**src/rtl/alu_operand_stage.sv**
```systemverilog
// Operand/opcode capture stage between the GPR file and the ALU.
// Two-entry skid buffer; held operands track GPR writebacks while stalled.
module alu_operand_stage #(
    parameter int WIDTH = 8,
    parameter int OPW   = 4,
    parameter int REGW  = 2
) (
    input  logic             clk,
    input  logic             rst,
    input  logic [WIDTH-1:0] lhs_bus,
    input  logic [WIDTH-1:0] rhs_bus,
    input  logic [OPW-1:0]   in_op,
    input  logic [REGW-1:0]  in_lhs_id,
    input  logic [REGW-1:0]  in_rhs_id,
    input  logic             in_valid,
    output logic             in_ready,
    input  logic             wb_valid,
    input  logic [REGW-1:0]  wb_id,
    input  logic [WIDTH-1:0] wb_data,
    input  logic             flush,
    output logic             out_valid,
    input  logic             out_ready,
    output logic [WIDTH-1:0] out_lhs,
    output logic [WIDTH-1:0] out_rhs,
    output logic [OPW-1:0]   out_op
);

    typedef enum logic [1:0] {
        ST_EMPTY = 2'd0,
        ST_ONE   = 2'd1,
        ST_TWO   = 2'd2
    } state_t;

    typedef struct packed {
        logic [WIDTH-1:0] lhs;
        logic [WIDTH-1:0] rhs;
        logic [OPW-1:0]   op;
        logic [REGW-1:0]  lhs_id;
        logic [REGW-1:0]  rhs_id;
    } slot_t;

    // Replace any operand whose source GPR is being written this edge.
    function automatic slot_t snoop(input slot_t s, input logic v,
                                    input logic [REGW-1:0] id, input logic [WIDTH-1:0] d);
        slot_t r;
        r     = s;
        r.lhs = (v && (s.lhs_id == id)) ? d : s.lhs;
        r.rhs = (v && (s.rhs_id == id)) ? d : s.rhs;
        return r;
    endfunction

    state_t r_state;
    state_t w_nxt_state;
    logic   r_in_ready;
    logic   r_out_valid;
    slot_t  r_o;
    slot_t  r_s;
    slot_t  w_nxt_o;
    slot_t  w_nxt_s;
    slot_t  w_cap;
    logic   w_push;
    logic   w_pop;

    assign w_push = in_valid & r_in_ready;
    assign w_pop  = r_out_valid & out_ready;

    // Incoming entry, with the same-cycle writeback forwarded into it.
    always_comb begin
        w_cap = snoop('{lhs: lhs_bus, rhs: rhs_bus, op: in_op,
                        lhs_id: in_lhs_id, rhs_id: in_rhs_id},
                      wb_valid, wb_id, wb_data);
    end

    // Next state and slot contents; flush overrides everything else.
    always_comb begin
        w_nxt_state = r_state;
        w_nxt_o     = r_o;
        w_nxt_s     = r_s;
        if (flush) begin
            w_nxt_state = ST_EMPTY;
        end else begin
            case (r_state)
                ST_EMPTY: begin
                    if (w_push) begin
                        w_nxt_state = ST_ONE;
                        w_nxt_o     = w_cap;
                    end else begin
                        w_nxt_state = ST_EMPTY;
                    end
                end
                ST_ONE: begin
                    if (w_push && !w_pop) begin
                        w_nxt_state = ST_TWO;
                        w_nxt_o     = snoop(r_o, wb_valid, wb_id, wb_data);
                        w_nxt_s     = w_cap;
                    end else if (w_push && w_pop) begin
                        w_nxt_state = ST_ONE;
                        w_nxt_o     = w_cap;
                    end else if (w_pop) begin
                        w_nxt_state = ST_EMPTY;
                    end else begin
                        w_nxt_state = ST_ONE;
                        w_nxt_o     = snoop(r_o, wb_valid, wb_id, wb_data);
                    end
                end
                ST_TWO: begin
                    if (w_pop) begin
                        // Skid entry advances; the popped output entry leaves untouched.
                        w_nxt_state = ST_ONE;
                        w_nxt_o     = snoop(r_s, wb_valid, wb_id, wb_data);
                    end else begin
                        w_nxt_state = ST_TWO;
                        w_nxt_o     = snoop(r_o, wb_valid, wb_id, wb_data);
                        w_nxt_s     = snoop(r_s, wb_valid, wb_id, wb_data);
                    end
                end
                default: begin
                    w_nxt_state = ST_EMPTY;
                end
            endcase
        end
    end

    // State, handshake flags and slot storage.
    always_ff @(posedge clk) begin
        if (rst) begin
            r_state     <= ST_EMPTY;
            r_in_ready  <= 1'b1;
            r_out_valid <= 1'b0;
            r_o         <= '0;
            r_s         <= '0;
        end else begin
            r_state     <= w_nxt_state;
            r_in_ready  <= (w_nxt_state != ST_TWO);
            r_out_valid <= (w_nxt_state != ST_EMPTY);
            r_o         <= w_nxt_o;
            r_s         <= w_nxt_s;
        end
    end

    assign in_ready  = r_in_ready;
    assign out_valid = r_out_valid;
    assign out_lhs   = r_o.lhs;
    assign out_rhs   = r_o.rhs;
    assign out_op    = r_o.op;

endmodule

```
**config.mk**
```make
export PLATFORM = sky130hd
export DESIGN_NAME = alu_operand_stage
export DESIGN_NICKNAME = d
export VERILOG_FILES = /design/src/rtl/alu_operand_stage.sv
export SDC_FILE = /design/constraint.sdc
export NUM_CORES = 1
export LEC_CHECK = 0
export ABC_AREA = 1
export BUFFER_PORTS_ARGS = -buffer_cell sky130_fd_sc_hd__buf_4
export CAP_MARGIN = 5
export CORE_ASPECT_RATIO = 0.5
export CORE_MARGIN = 2
export CORE_UTILIZATION = 60
export CTS_CLUSTER_DIAMETER = 120
export DETAILED_ROUTE_END_ITERATION = 12
export MAX_ROUTING_LAYER = met4
export PLACE_DENSITY = 0.93
export RECOVER_POWER = 25
export SETUP_SLACK_MARGIN = 0.02
export SLEW_MARGIN = 20
export SYNTH_ARGS = -nofsm -noshare
export SYNTH_HDL_FRONTEND = slang
export SYNTH_SLANG_ARGS = --single-unit
```
**constraint.sdc**
```tcl
create_clock -name clk -period 4.45 [get_ports clk]
set_input_delay 0.6675 -clock clk [delete_from_list [all_inputs] [get_ports clk]]
set_output_delay 0.6675 -clock clk [all_outputs]
set_load 0.1 [all_outputs]
```
Yosys cells after proc, flatten, opt, wreduce, memory -nomap -nowiden. Index checks and enable logic that the tools add are counted.

Add/subtract/negate cells: 0. Multiply operators: 0. Divide/modulo/power cells: 0. Magnitude comparators: 0. Eq/ne operators: 16. Shift-type cells: 0. Multiplexer cells: 22. Bitwise logic cells: 4. Reductions and logical operators: 17.

Operator list (number): two-way mux 24 bit (7); case mux 24 bit (3 select lines) (1); two-way mux 8 bit (6); case mux 24 bit (2 select lines) (1); != test 2 bit, second input constant (7); == test 2 bit (6); AND reduction 4 bit (3); logical AND 1 bit (8); two-way mux 2 bit (3); case mux 2 bit (3 select lines) (1); AND reduction 6 bit (1); != test 4 bit, second input constant (1); nonzero test 2 bit (2); two-way mux 1 bit (3); nonzero test 3 bit (1); AND 1 bit (2); == test 2 x 1 -> 1 bit, second input constant (1); == test 2 bit, second input constant (1); zero test 2 bit (1); inverter 1 bit (2); zero test 1 bit (1).

Flip-flop bits (word level): 52. Bits in latches: 0. Bits in writable memories: 0. Bits in read-only memories: 0. Input port bits: 40. Output and inout port bits: 22. Word-level logic and storage cells: 72. Memories: 0.

Depth between registers and ports, before layout. Gate-level depths: netlist of run 1.

Depth in word-level cells: 7. Depth in mapped cells: 13. Depth with buffers taken out: 12.

Worst setup path before layout of run 1. Ideal clock, no wire load.

Path kind: register -> register. From: register r_out_valid (netlist: out_valid). To: register r_o (netlist bit out_rhs[1]). Setup time: 0.117 ns. Data arrival time: 2.220 ns. Required time: 4.333 ns. Slack: 2.113 ns. Cell stages (with the launch flop): 12. Buffers on the path: 1. Period minus slack after synthesis: 2.337 ns. Path through: dfxtp_1 nand2_1 ha_1 nand2_1 nand3_1 nand2_1 clkinv_2 buf_6 nand2_1 a21oi_1 nor2_1 nor2_1.

Cells in the longest elaborated chain, start to end: 5. Elaborated cells between the ends (all ways): 10. Those cells by class: 1 x eq/ne; 4 x mux; 1 x bitwise; 4 x reduce/logical.

RTL lines: start: declaration (RTL line 55) `logic r_out_valid;`; start signal: assignment (RTL line 135) `r_out_valid <= (w_nxt_state != ST_EMPTY);`; AND 1 bit (*) (RTL line 65) `assign w_pop = r_out_valid & out_ready;`; logical AND 1 bit or zero test 1 bit (tied branches) (RTL line 96, 92); two-way mux 24 bit or logical AND 1 bit (tied branches) (RTL line 96, 92); two-way mux 24 bit or != test 4 bit (tied branches); case mux 24 bit (3 select lines) or AND reduction 4 bit (tied branches); end signal: assignment (RTL line 136) `r_o <= w_nxt_o;`; end: declaration (RTL line 56) `slot_t r_o;`.

Every way passes the cells marked *; elsewhere a longest branch is shown, timed or not. The select of a mux whose other input is x is not followed. A chain may end at the register's enable or synchronous reset.

Worst setup path after layout of run 1.
From: register r_state[0]. To: register r_s[21] (netlist bit).

Cells in the longest elaborated chain, start to end: 3. Elaborated cells between the ends (all ways): 7. Those cells by class: 4 x eq/ne; 1 x mux; 2 x reduce/logical.

RTL lines: start: declaration (RTL line 52) `state_t r_state;`; start signal: assignment (RTL line 133) `r_state <= w_nxt_state;`; == test 2 x 1 -> 1 bit or == test 2 bit (tied branches) (RTL line 82) `case (r_state)`; != test 2 bit (no source line) or nonzero test 2 bit (tied branches); AND reduction 4 bit (no source line); end signal: assignment (RTL line 137) `r_s <= w_nxt_s;`; end: declaration (RTL line 57) `slot_t r_s;`.

Parallel ways exist; a longest one is shown, timed or not.

==> results of run 1 <==
[power by group through the flow]
| stage | registers [mW] | logic, mW | clock network, mW |
|---|---|---|---|
| after floorplan | 0.513 | 0.299 | 0 |
| after global placement | 0.512 | 0.368 | 0 |
| after CTS | 0.502 | 0.376 | 0.388 |
| final | 0.502 | 0.373 | 0.387 |
| after detailed placement | 0.512 | 0.374 | 0 |
| after global routing | 0.504 | 0.401 | 0.404 |
[cell families after synthesis]
logic type                 count (synthesis)
and+or+nand+nor                          342
buffers and inverters                    125
AOI/OAI and AO/OA                         81
DFF                                       52
adders and majority gates                  6
xor gates and xnor gates                   4
[cell type report]
type                    count  area [um2]
fillers                   573        1930
inverters                  83         320
flip-flops and latches     52        1040
well taps                  88         110
clock buffers               6         129
repair buffers             62         398
multi-input cells         433        2170
clock inverters             1        5.00
[layout by cell type (no fill, tap or decap), types with 5 or more instances in the layout]
cell type | synthesis | layout
sky130_fd_sc_hd__o21ai_0 | 24 | 24
sky130_fd_sc_hd__a31oi_1 | 6 | 6
sky130_fd_sc_hd__nand2_1 | 125 | 125
sky130_fd_sc_hd__dfxtp_1 | 52 | 52
sky130_fd_sc_hd__nand2_2 | 7 | 7
sky130_fd_sc_hd__ha_1 | 6 | 6
sky130_fd_sc_hd__nand3_1 | 135 | 135
sky130_fd_sc_hd__inv_1 | 75 | 75
sky130_fd_sc_hd__clkbuf_1 | 7 | 19
sky130_fd_sc_hd__buf_4 | 22 | 44
sky130_fd_sc_hd__nor2_1 | 60 | 60
sky130_fd_sc_hd__clkbuf_16 | 0 | 5
sky130_fd_sc_hd__a21oi_1 | 43 | 43
[cell usage after synthesis, drive strengths merged]
| library cell | instances |
|---|---|
| nand2 | 134 |
| inv | 82 |
| buf | 35 |
| clkbuf | 7 |
| a21oi | 43 |
| o21ai | 29 |
| nand3 | 136 |
| a31oi | 6 |
| dfxtp | 52 |
| a211oi | 2 |
| nor2 | 68 |
| or2 | 1 |
| o211ai | 1 |
| clkinv | 1 |
| nand4 | 1 |
| ha | 6 |
| nor3 | 2 |
| xnor2 | 4 |
[worst min-delay path, delay by kind of cell, from the launching register on]
family	cells	cell delay, ps
AOI/OAI and AO/OA	1	60
and+or+nand+nor	1	60
DFF	1	310
[worst max-delay path by stage]
stage	from	endpoint	slack [ps]
floorplan	out_valid	out_rhs[1]	2110
global placement	in_valid	r_o[2]	1920
detailed placement	in_valid	r_o[0]	1890
CTS	r_state[0]	r_s[18]	1890
global route	r_state[0]	r_s[11]	1660
finish	r_state[0]	r_s[21]	1780
[stage by stage]
stage | power (mW) | hold WS [ps] | setup slack (ps)
2_1_floorplan | 0.812 | 445 | 2110
3_3_place_gp | 0.880 | 451 | 1920
3_5_place_dp | 0.886 | 459 | 1890
4_1_cts | 1.27 | 470 | 1890
5_1_grt | 1.31 | 480 | 1660
6_report | 1.26 | 468 | 1780
[metal layers]
layer	part of all wire	up-vias
met5	0	-
li1	-	2014
met3	0.11	30
met4	0.025	0
met2	0.44	257
met1	0.42	1900
[flip-flops by register name, summed over array words and instances (netlist names)]
register and cells:
out_valid 1, r_o 4, out_lhs 8, r_state 2, out_rhs 8, in_ready 1
r_s 24, out_op 4
==> impl_summary.log, run 1 <==
[metrics] unrepaired setup endpoints after global routing: false
[metrics] largest driver fanout on the critical path: 26
[metrics] via count of the first global-routing pass: between 3000 and 4000
[metrics] GRT busiest layer: met2
[metrics] number of distinct library cells after synthesis: 30
[metrics] share of the synthesized area in the top cell type: 0.273
[metrics] Synth Instances: just over 600
[metrics] post-synthesis compound-gate area fraction: 0.111
[metrics] number of failing hold endpoints at the final stage: 0
[metrics] kind of capture point of the worst setup path: register
[metrics] max-capacitance violation count: 0
[metrics] switching power share of the total: 0.371
[metrics] RR Endpoint: r_s[21]
[metrics] hold_buf cts: 0
[metrics] startpoint types: register
[metrics] max-slew violation total from the final report: 0
[metrics] total of flip-flops plus latches after synthesis: 52
[metrics] Slew Limit Headroom: 0.204
[metrics] synth-to-layout area growth: 9.31%
[metrics] via count: 4201
[metrics] power spent charging and discharging nets: 0.467 mW
[metrics] number of iterations in the first detailed-routing pass: 5
[metrics] kind of critical path: reg2reg
[metrics] data arrival time of the critical path: 2880 ps
[metrics] simple-gate share of the synthesized area: 0.409
[metrics] Root Buffer Master: sky130_fd_sc_hd__clkbuf_16
[metrics] part of the total power dissipated in sequential elements: 0.398
[metrics] Die Y: 60.4 um
[metrics] largest family of logic cells by synthesized area: simple AND/OR/NAND/NOR gates
[metrics] row count: 20
[metrics] result of the run: complete, no violations
[metrics] Clock Power Share: 0.307
[metrics] total placed cells including tap cells: approximately 720
[metrics] cell leakage power: 1.98 nW
[metrics] Adder-Cell Fraction of Synth Area: 0.0197
[metrics] path class of the lowest-slack min-delay path: reg2reg
[metrics] quantity of I/O buffers inserted on ports: 61
[metrics] H-tree lvl count: 2
[metrics] required arrival time at the worst endpoint: 4650 ps
[metrics] CTS tree: built
[metrics] Total Routed Length: 10.2 mm
[metrics] most area-hungry cell type in the Yosys netlist: sky130_fd_sc_hd__dfxtp_1
[metrics] total number of cells along the worst setup path: 9
[metrics] DRC errors left: 0
[metrics] top cells by area in the synthesized netlist: sky130_fd_sc_hd__dfxtp_1 27%, sky130_fd_sc_hd__nand3_1 18%, sky130_fd_sc_hd__nand2_1 12%
[metrics] sum of negative setup slack: 0 ps
[metrics] RR Startpoint: r_state[0]
[metrics] worst vdd ir: 0.236 mV
[metrics] family with the most delay on the worst path: buffers and inverters
[metrics] delay of the slowest cell on the worst path: 690 ps
[metrics] clock-pin slew on the worst setup and hold paths: 70 ps
[metrics] top-level I/O count: 62
[metrics] routability congestion estimate from global placement: 0.903
[metrics] first-pass GRT wire length: approximately 16 mm
[metrics] Crit-path slowest cell: sky130_fd_sc_hd__ha_1
[metrics] number of endpoints failing setup at the final stage: 0
[metrics] maximum number of pins on one net before global-route repair: 33
[metrics] Tmin final: 2670 ps
[metrics] violation count after the first detailed-routing iteration: 528
[metrics] mean routed wirelength per cell: between 10 and 15 um
[metrics] maximum clock frequency: 374 MHz
[metrics] met2 layer usage reported by global route: 0.467
[metrics] initial core utilization: 0.625
[metrics] # diodes: 0
[metrics] Critical path buffers and inverters: 4
[metrics] Post-CTS Resized: 0
[metrics] placeable core region: ~0.0061 mm2
[metrics] post-route design area: 0.00417 mm2
[metrics] Cell Int Power: 0.794 mW
[metrics] overflow left after global routing: 0
[metrics] global routing met3 resource utilization: 0.0639
[metrics] areal power density over the cells: between 300 and 400 mW/mm2
[metrics] synthesized cell area: 0.00382 mm2
[metrics] period utilization: 0.601
[metrics] detailed-route vias per instance: 5.79
[metrics] number of clock sinks: 52
[metrics] synthesized area per cell: about 6.3 um2
[metrics] number of setup buffers added after CTS: 0
[metrics] Post-DP HPWL: 7.16 mm
[metrics] post-synthesis mux area share: 0
[metrics] endpoint of the worst hold-timing path: r_s[5]
[metrics] startpoint of the worst hold path: r_s[5]
[metrics] Hold Crit Depth: 2
[metrics] cts bufs inserted: 5
[metrics] fraction of synthesized cell area in xor and xnor cells: 0.0288
[metrics] length in cells of the worst reg-to-reg path: 9
[metrics] fin nets: 683
[metrics] Clock Path Buffers: 2
[metrics] GR met1 Demand/Resource: 0.401
[metrics] number of antenna violations at the first check in global routing: 0
[metrics] Mapped Nets: around 660
[metrics] final setup skew: between 2 and 3 ps
[metrics] post-layout util: 0.684
[metrics] Die X: 117 um
[metrics] placed inst area: 0.00411 mm2
[metrics] Die Outline Area: 0.00706 mm2
[metrics] worst-case register-to-register setup slack: between 1500 and 2000 ps
[metrics] GRT Util Overall: 0.305
[metrics] Antenna Violating Nets Remaining: 0
[metrics] combinational cell fraction of total power: 0.296
[metrics] fraction of layout cells with a size suffix above 1: 0.132
[metrics] part of the Yosys area used for sequential elements: 0.273
[metrics] cell-by-cell listing of the critical path: inv_1 > ha_1 > inv_4 > o21ai_1 > nand3_2 > inv_4 > nand3_1 > nand2_1 > inv_1
[metrics] Synth Warn #: 0
[metrics] clock latency at the later pin of the worst-skew pair: 300 ps
[metrics] slew at the pin closest to its max-slew limit: 1190 ps
[metrics] Non-Filler Instances: a little over 700
Power figures use the tool's default switching activity.
==> inputs of run 2 (changes only) <==
- CORE_UTILIZATION: 60 -> 52
- PLACE_DENSITY: 0.93 -> 0.86
- clock period: 4.45 -> 2.2 ns (I/O delays scaled with it)
==> run 2 against run 1 <==
Worst setup slack worse by 1500 ps. Count of clock-buffer cells in the layout unchanged. Clock skew is 0.91 ps higher. Register-to-register slack worse by 1500 ps. Via count shrank 3.1%. Largest cell class unchanged.
==> impl_summary.log, run 2 (synthesis results as in run 1) <==
[metrics] result of the run: complete, no violations
[metrics] first-pass GRT wire length: 16.4 mm (+1.4%)
[metrics] fraction of layout cells with a size suffix above 1: 0.142 (+0.00988)
[metrics] Root Buffer Master: sky130_fd_sc_hd__clkbuf_16
[metrics] kind of critical path: reg2reg
[metrics] worst vdd ir: 0.350 mV (+48%)
[metrics] synth-to-layout area growth: 10.9%
[metrics] commonest non-fill, non-tap cells in the layout: 135 x sky130_fd_sc_hd__nand3_1, 125 x sky130_fd_sc_hd__nand2_1, 75 x sky130_fd_sc_hd__inv_1
[metrics] post-route design area: 0.00424 mm2 (+1.5%)
[metrics] most common cell after layout, fill and taps aside: sky130_fd_sc_hd__nand3_1
[metrics] hold_buf cts: 0 (unchanged)
[metrics] unrepaired setup endpoints after global routing: false
[metrics] number of setup buffers added after CTS: 0 (unchanged)
[metrics] Die X: 125 um (+7.2%)
[metrics] DRC errors left: 0 (unchanged)
[metrics] number of flip-flops in the largest register: 24 (unchanged)
[metrics] max-slew violation total from the final report: 0 (unchanged)
[metrics] maximum number of pins on one net before global-route repair: 33 (unchanged)
[metrics] final setup skew: 3.75 ps (+0.910 ps)
[metrics] number of antenna violations at the first check in global routing: 0 (unchanged)
[metrics] via count of the first global-routing pass: 3573 (+0.73%)
[metrics] # diodes: 0 (unchanged)
[metrics] RR Endpoint: out_rhs[6]
[metrics] Total Routed Length: 10.1 mm (-1.8%)
[metrics] number of failing hold endpoints at the final stage: 0 (unchanged)
[metrics] CP startpoint: r_state[0]
[metrics] via count: 4069 (-3.1%)
[metrics] H-tree lvl count: 2 (unchanged)
[metrics] startpoint types: register
[metrics] endpoint of the most critical setup path: out_rhs[6]
[metrics] initial core utilization: 0.529 (-0.0959)
[metrics] clock-pin slew on the worst setup and hold paths: 70 ps (about the same)
[metrics] overall power after layout: 2.53 mW (+100%)
[metrics] cts bufs inserted: 5 (unchanged)
[metrics] cell-by-cell listing of the critical path: inv_1 > ha_1 > buf_4 > nand2_1 > nand3_1 > nand2_1 > clkinv_2 > nand2_1 > a21oi_1 > nor2_1 > nor2_1
[metrics] placed inst area: 0.00417 mm2 (+1.5%)
[metrics] number of endpoints failing setup at the final stage: 0 (unchanged)
[metrics] areal power density over the cells: 598 mW/mm2 (+98%)
[metrics] sum of negative setup slack: 0 ps (unchanged)
[metrics] DP Worst Slack: 298 ps (-1590 ps)
[metrics] worst-case register-to-register setup slack: 310 ps (-1460 ps)
[metrics] Die Y: 64.6 um (+6.9%)
[metrics] max-capacitance violation count: 0 (unchanged)
[metrics] fin nets: 688 (+0.73%)
[metrics] top-level I/O count: 62 (unchanged)
[metrics] kind of capture point of the worst setup path: register
[metrics] data arrival time of the critical path: 2070 ps (-810 ps)
[metrics] overflow left after global routing: 0 (unchanged)
[metrics] Worst path most repeated cell: sky130_fd_sc_hd__nand2_1
[metrics] Tmin final: 1890 ps (-790 ps)
[metrics] Clock Path Buffers: 2 (unchanged)
[metrics] routability congestion estimate from global placement: 0.906 (+0.33%)
[metrics] Antenna Violating Nets Remaining: 0 (unchanged)
[metrics] clock latency at the later pin of the worst-skew pair: 290 ps (about the same)
[metrics] worst-case setup margin in the final layout: 315 ps (-1460 ps)
[metrics] mean routed wirelength per cell: 13.6 um (-3.5%)
[metrics] length in cells of the worst reg-to-reg path: 11 (+2)
[metrics] Die Outline Area: 0.00809 mm2 (+15%)
[metrics] row count: 22 (+10%)
[metrics] cell leakage power: 2.01 nW (+1.5%)
[metrics] required arrival time at the worst endpoint: 2390 ps (-2260 ps)
[metrics] delay of the slowest cell on the worst path: 360 ps (-330 ps)
[metrics] maximum clock frequency: 530 MHz (+42%)
[metrics] Post-CTS Resized: 0 (unchanged)
[metrics] Post-DP HPWL: 7.27 mm (+1.7%)
[metrics] CTS tree: built
[metrics] number of iterations in the first detailed-routing pass: 5 (unchanged)
[metrics] quantity of I/O buffers inserted on ports: 61 (unchanged)
[metrics] period utilization: 0.857 (+0.256)
[metrics] detailed-route vias per instance: 5.51 (-4.8%)
[metrics] path class of the lowest-slack min-delay path: in2reg
[metrics] largest driver fanout on the critical path: 17 (-35%)
[metrics] slew at the pin closest to its max-slew limit: 1180 ps (-17.0 ps)
[metrics] number of clock sinks: 52 (unchanged)
[metrics] number of inserted filler cells in the final layout: 706 (+23%)
[metrics] register with the most flip-flops: r_s
[metrics] RR Startpoint: r_state[0]
[metrics] placeable core region: 0.00721 mm2 (+18%)
[metrics] Slew Limit Headroom: 0.218 (+0.0148)
[metrics] GRT Util Overall: 0.255 (-0.0508)
[metrics] Crit-path slowest cell: sky130_fd_sc_hd__dfxtp_1
[metrics] violation count after the first detailed-routing iteration: 474 (-10%)
-- run 2: worst min path at each step --
stage,from,endpoint,slack (ps),depth (start not counted)
detailed placement,r_s[4],r_s[4],460,2
global route,in_op[1],r_s[5],320,3
finish,in_op[2],r_s[6],310,3
floorplan,r_s[4],r_s[4],450,2
global placement,r_s[5],r_s[5],450,2
CTS,in_op[2],r_s[6],310,3
-- run 2: metal layers --
metal / global-route usage / vias up / wire, um
met3: 0.0454 / 21 / 1010
li1: - / 2011 / -
met1: 0.334 / 1828 / 4450
met5: - / - / 0
met2: 0.406 / 209 / 4420
met4: 0.0792 / 0 / 182
-- run 2: area by class of cell --
cell class	instances	area (um2)	share of cell area
Clock buffer	6	129	0.0304
Clock inverter	1	5.00	0.00118
Inverter	83	320	0.0756
Multi-Input combinational cell	433	2170	0.512
Sequential cell	52	1040	0.246
Tap cell	96	120	0.0284
Timing Repair Buffer	67	448	0.106
-- run 2: critical path: cells and delay by family (launching register included) --
kind                     cells  cell delay, ps
adder cells (fa/ha/maj)      1             240
AND/OR/NAND/NOR              6             600
flip-flops                   1             360
AO/OA/AOI/OAI                1              60
buffers and inverters        3             500
-- run 2: per-stage QoR --
step                utilization  hold slack [ps]  cells
floorplan                     -              445    610
global placement          0.578              453    731
detailed placement        0.578              459    731
CTS                       0.597              311    738
global route              0.587              318    738
finish                    0.587              310    738
-- run 2: power by group --
group / switching (mW) / internal [mW] / total (mW)
Clock: 0.347 / 0.415 / 0.762
Combinational: 0.548 / 0.210 / 0.758
Sequential: 0.0272 / 0.988 / 1.02
Total: 0.922 / 1.61 / 2.53
